<file path="src/rtl/peak_readout_ctrl.sv">
// peak_readout_ctrl: ping-pong snapshot of peak frames for host readout,
// with a lock/release handshake so the host never sees a torn frame.
module peak_readout_ctrl #(
  parameter int PEAKS      = 6,
  parameter int FREQ_WIDTH = 8,
  parameter int AMPL_WIDTH = 24,
  parameter int TIME_WIDTH = 32
) (
  input  logic                        clk,
  input  logic                        reset,
  input  logic                        valid_in,
  input  logic [TIME_WIDTH-1:0]       counter_in,
  input  logic [PEAKS*FREQ_WIDTH-1:0] freqs_in,
  input  logic [PEAKS*AMPL_WIDTH-1:0] ampls_in,
  input  logic                        chipselect,
  input  logic                        write,
  input  logic [7:0]                  address,
  input  logic [7:0]                  writedata,
  output logic [7:0]                  readdata,
  output logic                        frame_ready
);
  localparam int NB = 4 + 4 * PEAKS;
  localparam int AW = $clog2(NB);
  typedef enum logic [1:0] {IDLE, READY, LOCKED} state_t;
  state_t state_q, state_d;
  logic back_full_q, back_full_d, front_sel_q, front_sel_d;
  logic rdy_lock_q, rdy_lock_d, overrun_q, overrun_d;
  logic [7:0] drop_q, drop_d, seq_q, seq_d, readdata_q, rd_d;
  logic [TIME_WIDTH-1:0] cnt_q [2];
  logic [PEAKS*FREQ_WIDTH-1:0] freqs_q [2];
  logic [PEAKS*AMPL_WIDTH-1:0] ampls_q [2];
  logic host_wr, lock_wr, rel_wr, clr_wr, swap, lost, wb;
  logic [7:0] fbytes [2**AW];
  logic unused_wdata;
  assign unused_wdata = ^{writedata[7:3], writedata[1]};
  assign frame_ready = (state_q == READY) | ((state_q == LOCKED) & rdy_lock_q);
  assign readdata = readdata_q;
  always_comb begin
    host_wr = chipselect & write & (address == 8'hF0);
    lock_wr = host_wr & writedata[0];
    rel_wr = host_wr & ~writedata[0];
    clr_wr = host_wr & writedata[2];
    swap = back_full_q & (state_q != LOCKED);
    // a frame is lost when the locked back bank is overwritten or an unread front is replaced
    lost = (valid_in & back_full_q & ~swap) | (swap & (state_q == READY) & ~rel_wr);
    wb = swap ? front_sel_q : ~front_sel_q;
    front_sel_d = front_sel_q ^ swap;
    back_full_d = valid_in | (back_full_q & ~swap);
    seq_d = seq_q + {7'd0, swap};
    drop_d = drop_q + {7'd0, lost & (drop_q != 8'hFF)};
    overrun_d = lost | (overrun_q & ~clr_wr);
    state_d = lock_wr ? LOCKED : swap ? READY : rel_wr ? IDLE : state_q;
    rdy_lock_d = (lock_wr & (state_q != LOCKED)) ? ((state_q == READY) | swap) :
                 rel_wr ? 1'b0 : rdy_lock_q;
  end
  always_comb begin
    for (int k = 0; k < 2**AW; k++) fbytes[k] = 8'h00;
    for (int b = 0; b < 4; b++) fbytes[b] = cnt_q[front_sel_q][8*(3-b) +: 8];
    for (int i = 0; i < PEAKS; i++) begin
      fbytes[4+i] = freqs_q[front_sel_q][FREQ_WIDTH*i +: 8];
      for (int j = 0; j < 3; j++)
        fbytes[4+PEAKS+3*i+j] = ampls_q[front_sel_q][AMPL_WIDTH*i + 8*(2-j) +: 8];
    end
    rd_d = (int'(address) < NB) ? fbytes[address[AW-1:0]] :
           (address == 8'hF0) ? {5'd0, overrun_q, state_q == LOCKED, frame_ready} :
           (address == 8'hF1) ? drop_q :
           (address == 8'hF2) ? seq_q : 8'h00;
  end
  always_ff @(posedge clk or posedge reset) begin
    if (reset) begin
      state_q <= IDLE;
      back_full_q <= 1'b0;
      front_sel_q <= 1'b0;
      rdy_lock_q <= 1'b0;
      overrun_q <= 1'b0;
      drop_q <= 8'h00;
      seq_q <= 8'h00;
      readdata_q <= 8'h00;
      for (int k = 0; k < 2; k++) begin
        cnt_q[k] <= '0;
        freqs_q[k] <= '0;
        ampls_q[k] <= '0;
      end
    end else begin
      state_q <= state_d;
      back_full_q <= back_full_d;
      front_sel_q <= front_sel_d;
      rdy_lock_q <= rdy_lock_d;
      overrun_q <= overrun_d;
      drop_q <= drop_d;
      seq_q <= seq_d;
      readdata_q <= rd_d;
      if (valid_in) begin
        cnt_q[wb] <= counter_in;
        freqs_q[wb] <= freqs_in;
        ampls_q[wb] <= ampls_in;
      end
    end
  end
endmodule

</file>
<file path="config.mk">
export PLATFORM = sky130hd
export DESIGN_NAME = peak_readout_ctrl
export DESIGN_NICKNAME = d
export VERILOG_FILES = /design/src/rtl/peak_readout_ctrl.sv
export SDC_FILE = /design/constraint.sdc
export NUM_CORES = 1
export LEC_CHECK = 0
export CAP_MARGIN = 10
export CORE_MARGIN = 3
export CORE_UTILIZATION = 55
export DETAILED_ROUTE_END_ITERATION = 10
export GPL_TIMING_DRIVEN = 0
export HOLD_SLACK_MARGIN = 0.12
export PLACE_DENSITY = 0.76
export SYNTH_ARGS = -nofsm -noshare
export SYNTH_HDL_FRONTEND = slang
export SYNTH_SLANG_ARGS = --single-unit
</file>
<file path="constraint.sdc">
create_clock -name clk -period 22.4 [get_ports clk]
set_input_delay 4.48 -clock clk [delete_from_list [all_inputs] [get_ports clk]]
set_output_delay 4.48 -clock clk [all_outputs]
set_load 0.01 [all_outputs]
</file>
Yosys cells after proc, flatten, opt, wreduce, memory -nomap -nowiden --
Index checks and enable logic that the tools add are counted.
Storage, ports and cells: bits in registers 478, input bits 245, word-level logic and storage cells 91
Operators by class: add/sub/neg operators 2, order comparisons 5, eq/ne operators 7, multiplexer cells 31, bitwise logic cells 29, reductions and logical operators 3
Operators by type and width (count):
- 2-to-1 mux 144 bit | 4
- bitwise mux 288 bit | 1
- 2-to-1 mux 48 bit | 4
- demux 144 bit (select 1 bit) | 1
- 2-to-1 mux 32 bit | 4
- bitwise mux 96 bit | 1
- bitwise mux 64 bit | 1
- demux 48 bit (select 1 bit) | 1
- 2-to-1 mux 8 bit | 6
- binary-select mux 8 bit (select 5 bit) | 1
- demux 32 bit (select 1 bit) | 1
- == test 8 bit (second input constant) | 3
- adder 8 x 1 -> 8 bit | 2
- AND 1 bit | 15
- less-than comparator 8 x 5 -> 1 bit (second input constant) | 1
- inequality test 8 bit (second input constant) | 1
- greater-or-equal comparator 6 bit (second input constant) | 1
- 2-to-1 mux 2 bit | 3
- inverter 5 -> 6 bit | 1
- inverter 1 bit | 5
- OR 1 bit | 5
- greater-or-equal comparator 2 bit (second input constant) | 2
- inverter 1 -> 2 bit | 2
- 2-to-1 mux 1 bit | 3
- other kinds (8) | 8

Logic depth before layout (Yosys ltp) --
word-level depth 9, mapped depth 11, depth with buffers taken out 9

Least setup slack after synthesis --
Ideal clock, no wire load.
path kind input-to-reg, start point input port address[4], end point register drop_q[6], arrival time 6384 ps, path slack 15936 ps, stages on the path 11, cell sequence clkbuf_1 > and4_1 > and4_1 > clkbuf_1 > nand2b_1 > a22o_1 > and3_1 > ha_1 > ha_1 > nand3_1 > xnor2_1
On the way: longest elaborated chain between the ends 8
Ends and longest elaborated chain:
- start, declared | line 17 | input logic [7:0] address,
- == test 8 bit | line 39 | host_wr = chipselect & write & (address == 8'hF0);
- AND 1 bit | line 39
- AND 1 bit | line 41 | rel_wr = host_wr & ~writedata[0];
- inverter 1 bit | line 45 | lost = (valid_in & back_full_q & ~swap) | (swap & (state_q == READY) & ~rel_wr);
- AND 1 bit | line 45
- OR 1 bit | line 45
- AND 1 bit | line 50 | drop_d = drop_q + {7'd0, lost & (drop_q != 8'hFF)};
- adder 8 x 1 -> 8 bit | line 50
- named net drop_d[6] | line 28 | logic [7:0] drop_q, drop_d, seq_q, seq_d, readdata_q, rd_d;
- end signal, assigned | line 90 | drop_q <= drop_d;
- end, declared | line 28
The timed path passes the listed nets, and every way through them passes these cells. A chain may end at the register's enable or synchronous reset.

Final worst setup path --
start point input port address[1], end point register readdata_q[4], in the netlist readdata[4]
On the way: longest elaborated chain between the ends 5, elaborated cells on any way between the ends 12, classes of those cells order compare: 1; eq/ne: 3; mux: 7; bitwise: 1
Ends and longest elaborated chain:
- inverter 5 -> 6 bit (implied by the code) / == test 8 bit (equally long branches) | line 64, 67
- binary-select mux 8 bit (select 5 bit) / 2-to-1 mux 8 bit (equally long branches) | line 64, 67
- 2-to-1 mux 8 bit (on tied branches) | line 64, 66
- 2-to-1 mux 8 bit (on tied branches) | line 64, 65
- 2-to-1 mux 8 bit * | line 64 | rd_d = (int'(address) < NB) ? fbytes[address[AW-1:0]] :
- named net rd_d[4] | line 28
- end signal, assigned | line 92 | readdata_q <= rd_d;
- end, declared | line 28
The timed path passes the listed nets; every way through them passes the cells marked *. The select of a mux whose other input is x is not followed.

==> flow_summary.toml <==
[finish]
register_cell_area_after_layout_sq_um = 11960
multi_input_comb_area_sq_um = 9060
nNetsFinal = 1910
fillCellCount = 2737
post_route_cells_drive_above_1_share = 0.3335
final_cell_count_no_fill = 2216
syn_to_final_growth_pct = 22.19

[run]
drv_cap = 0

[route]
finalWirelength_um = 60080
initialDrtViolationCount = 980
route.vias.total = 13618
wl_per_cell_um = 27.11
drt_first_pass_iters = 5
post_detailed_route_count_of_antenna_violating_nets = 0
drc_errors = 0
vias_per_cell = 6.145

[pwr]
ir_worst_vdd_mv = 0.07072
power.density_nw_per_um2 = 136.9
static-leakage-power_nw = 10.91

[timing]
maximum_clock_frequency_mhz = 138.9
grt_setup_unrepaired = "false"
fin_ws_ns = 15.20
finalHoldWorstSlack_ns = 0.4854
finalMaxSlewViolations = 0
actual_slew_at_the_worst_max_slew_pin_ns = 1.022
timing.final.crit_share = 0.3215
final.setup_skew_ns = 0.008121
worst_slew_margin_rel = 0.3185
layout_min_cycle_time_ns = 7.201
finalSetupViolations = 0
timing_hold_violations_final = 0

[grt]
grt_max_degree = 130
grt.overflow.total = 0
grt_use_total = 0.2950
first_pass_grt_wire_length_um = 91150
initial_antenna_violation_count = 2
via_count_of_the_first_global_routing_pass = 14743

[placed_design]
dp.final_hpwl_um = 43530
gpl.final_weighted_congestion = 0.9113
dpl.cell_count = 2127
place.port_buffers = 245
placement.setup.worst_slack_ns = 14.65

[worst_setup_path]
worst-endpoint-arrival_ns = 7.64
path_cells = "clkdlybuf4s50_1, clkinv_1, buf_2, buf_1, mux2i_1, o221ai_1, a21oi_1, nor2_1"
critical_path.n_buffers_inverters = 4
required_ns = 22.84
critPathMaxFanout = 10
timing_worst_setup_path_type = "in2reg"
terminus_of_the_critical_flop_to_flop_path = "readdata[0]"
reg2reg_from = "front_sel_q"
timing.reg2reg.worst_path_depth = 9
r2r_slack_ns = 19.50
cp_max_stage_delay_ns = 0.82
crit_slowest_cell = "sky130_fd_sc_hd__buf_1"
critical_path.top_delay_family = "buffers and inverters"
setup.worst_path.end_class = "flip-flop"
startpoint_class_of_the_critical_path = "input port"

[floorplan]
die_area_sq_um = 41740
start_util = 0.5583
ioPinCount = 254
fp.coreArea_sq_um = 38740
die_width_um = 204.3
rows = 72
height_of_the_chip_um = 204.3

[hold_path]
worst_hold_path_type = "reg2reg"
whs_endpoint = "ampls_q[136]"
worstHoldStart = "ampls_q[136]"
worst_hold_path.num_cells = 1

[clock_network]
cts.sinks = 478
worstSkewPairLatency_ns = 0.58
cts_hold_buf = 0
cts_repair_resize_count = 0
post_cts_buffers = 0
worst_setup_hold_path_clk_slew_ns = 0.06
h_tree_depth = 2
cts_root_buf = "sky130_fd_sc_hd__clkbuf_16"
cts_made_buffers = 50
cts-root-to-sink-buffers = 3
tritoncts_clock_tree = "built"

[synth]
synth_largest_type_area_fraction = 0.5530
ys.warnings.count = 0
netlist.top_cell.by_area = "sky130_fd_sc_hd__dfrtp_1"
synthTopCellsByArea = "sky130_fd_sc_hd__dfrtp_1 55%, sky130_fd_sc_hd__mux2_2 15%, sky130_fd_sc_hd__mux4_2 12%"
synth_nets = 1610
count_of_unique_library_cells_instantiated_by_yosys = 47
postSynthAreaPerCell_sq_um = 15.89
async_reset_ff_frac = 1.000
syn-cell-area_sq_um = 21630
synth_seq_area_share = 0.5530
synth_flop_cell = "sky130_fd_sc_hd__dfrtp_1"
syn_inst = 1361
postSynthRegisterBits = 478
synth_enable_flop_cells = 0

[run_status]
outcome = "finished clean"
-- worst max-delay path by stage --
stage / from / to / slack (ns) / cells past startpoint
finish: address[1] / readdata[4] / 15.20 / 8
floorplan: reset / ampls_q[0] / 4.58 / 1
global placement: reset / cnt_q[25] / -0.22 / 2
global route: address[1] / readdata[4] / 15.10 / 8
CTS: address[1] / readdata[4] / 15.25 / 8
detailed placement: address[1] / readdata[4] / 14.65 / 8
-- cell type report --
class / instances / share of cell area
plain buffers: 93 / 0.02211
multi-input cells: 784 / 0.3428
inverters: 6 / 0.001136
diodes: 1 / 0.00009469
flip-flops and latches: 478 / 0.4526
clock inverters: 10 / 0.002130
well taps: 518 / 0.02452
clock buffers: 78 / 0.05866
repair buffers: 248 / 0.09592
-- stage by stage --
step                cell area (sq um)  setup TNS [ns]  total power, W  utilization
global placement                24730          -82.44        0.002757       0.6384
global route                    26430               0        0.003801       0.6822
detailed placement              24820               0        0.002818       0.6407
finish                          26430               0        0.003618       0.6822
floorplan                       21630               0        0.002397            -
CTS                             26430               0        0.003632       0.6822
-- worst register-to-register path, delay by kind of cell, from the launching register on --
kind            cells  cell delay (ns)
mux                 1             0.39
flops               1             0.35
buf+inv             4             1.04
simple gates        1             0.12
compound gates      3             0.84
-- sequential cells by signal, summed over array words and instances, names as in the netlist --
| name | count |
|---|---|
| seq_q | 8 |
| cnt_q | 64 |
| ampls_q | 288 |
| state_q | 2 |
| rdy_lock_q | 1 |
| readdata | 8 |
| freqs_q | 96 |
| front_sel_q | 1 |
| back_full_q | 1 |
| drop_q | 8 |
| overrun_q | 1 |
-- per-layer routing --
| layer | global-route usage | up-vias | routed length, um |
|---|---|---|---|
| met1 | 0.4020 | 7286 | 24960 |
| li1 | - | 5704 | - |
| met3 | 0.06355 | 119 | 4462 |
| met2 | 0.4799 | 507 | 28820 |
| met4 | 0.09462 | 2 | 1813 |
| met5 | 0 | - | 17 |
-- kinds of logic after synthesis --
logic type	after synthesis	share of synthesized area
flops	478	0.5530
xor+xnor	13	0.005264
buf+inv	99	0.02806
mux	591	0.3641
fa+ha+maj	4	0.002314
simple gates	90	0.02065
compound gates	86	0.02661
-- Yosys cell counts (all sizes together), types with 2 or more instances --
master / n
clkbuf: 11
nand2: 32
and3: 5
xnor2: 10
nand3: 18
mux2: 455
inv: 5
xor2: 3
nor3: 2
a21oi: 17
ha: 4
a22oi: 16
o221ai: 3
o211ai: 4
a22o: 5
a211oi: 5
nor2b: 10
mux4: 111
o31ai: 4
o21ai: 13
and4: 2
a31oi: 3
nand2b: 5
buf: 82
mux2i: 25
or2: 3
dfrtp: 478
nor2: 8
o22ai: 10
-- power breakdown --
group / leakage, nW / total, W / internal [W] / switching [W]
registers: 5.62 / 0.00151 / 0.00129 / 0.000217
clock network: 0.796 / 0.000811 / 0.000473 / 0.000338
logic: 4.50 / 0.00130 / 0.000736 / 0.000560
total: 10.9 / 0.00362 / 0.00250 / 0.00111
-- cell usage in the layout, fill, tap and decap left out, types with 5 or more instances in the layout --
cell type / n
sky130_fd_sc_hd__mux4_2: 111
sky130_fd_sc_hd__buf_4: 20
sky130_fd_sc_hd__nand2_1: 32
sky130_fd_sc_hd__a211oi_1: 5
sky130_fd_sc_hd__clkbuf_1: 23
sky130_fd_sc_hd__and3_1: 5
sky130_fd_sc_hd__buf_2: 44
sky130_fd_sc_hd__o21ai_0: 12
sky130_fd_sc_hd__xnor2_1: 10
sky130_fd_sc_hd__a22o_1: 5
sky130_fd_sc_hd__mux2i_1: 25
sky130_fd_sc_hd__a22oi_1: 16
sky130_fd_sc_hd__clkinv_2: 8
sky130_fd_sc_hd__mux2_2: 294
sky130_fd_sc_hd__o22ai_1: 10
sky130_fd_sc_hd__dfrtp_1: 478
sky130_fd_sc_hd__mux2_1: 161
sky130_fd_sc_hd__nor2_1: 8
sky130_fd_sc_hd__clkbuf_8: 13
sky130_fd_sc_hd__a21oi_1: 17
sky130_fd_sc_hd__nand3_1: 18
sky130_fd_sc_hd__buf_6: 14
sky130_fd_sc_hd__nand2b_1: 5
sky130_fd_sc_hd__nor2b_1: 10
sky130_fd_sc_hd__clkbuf_16: 53
sky130_fd_sc_hd__clkdlybuf4s50_1: 245
(Power assumes the default switching activity.)
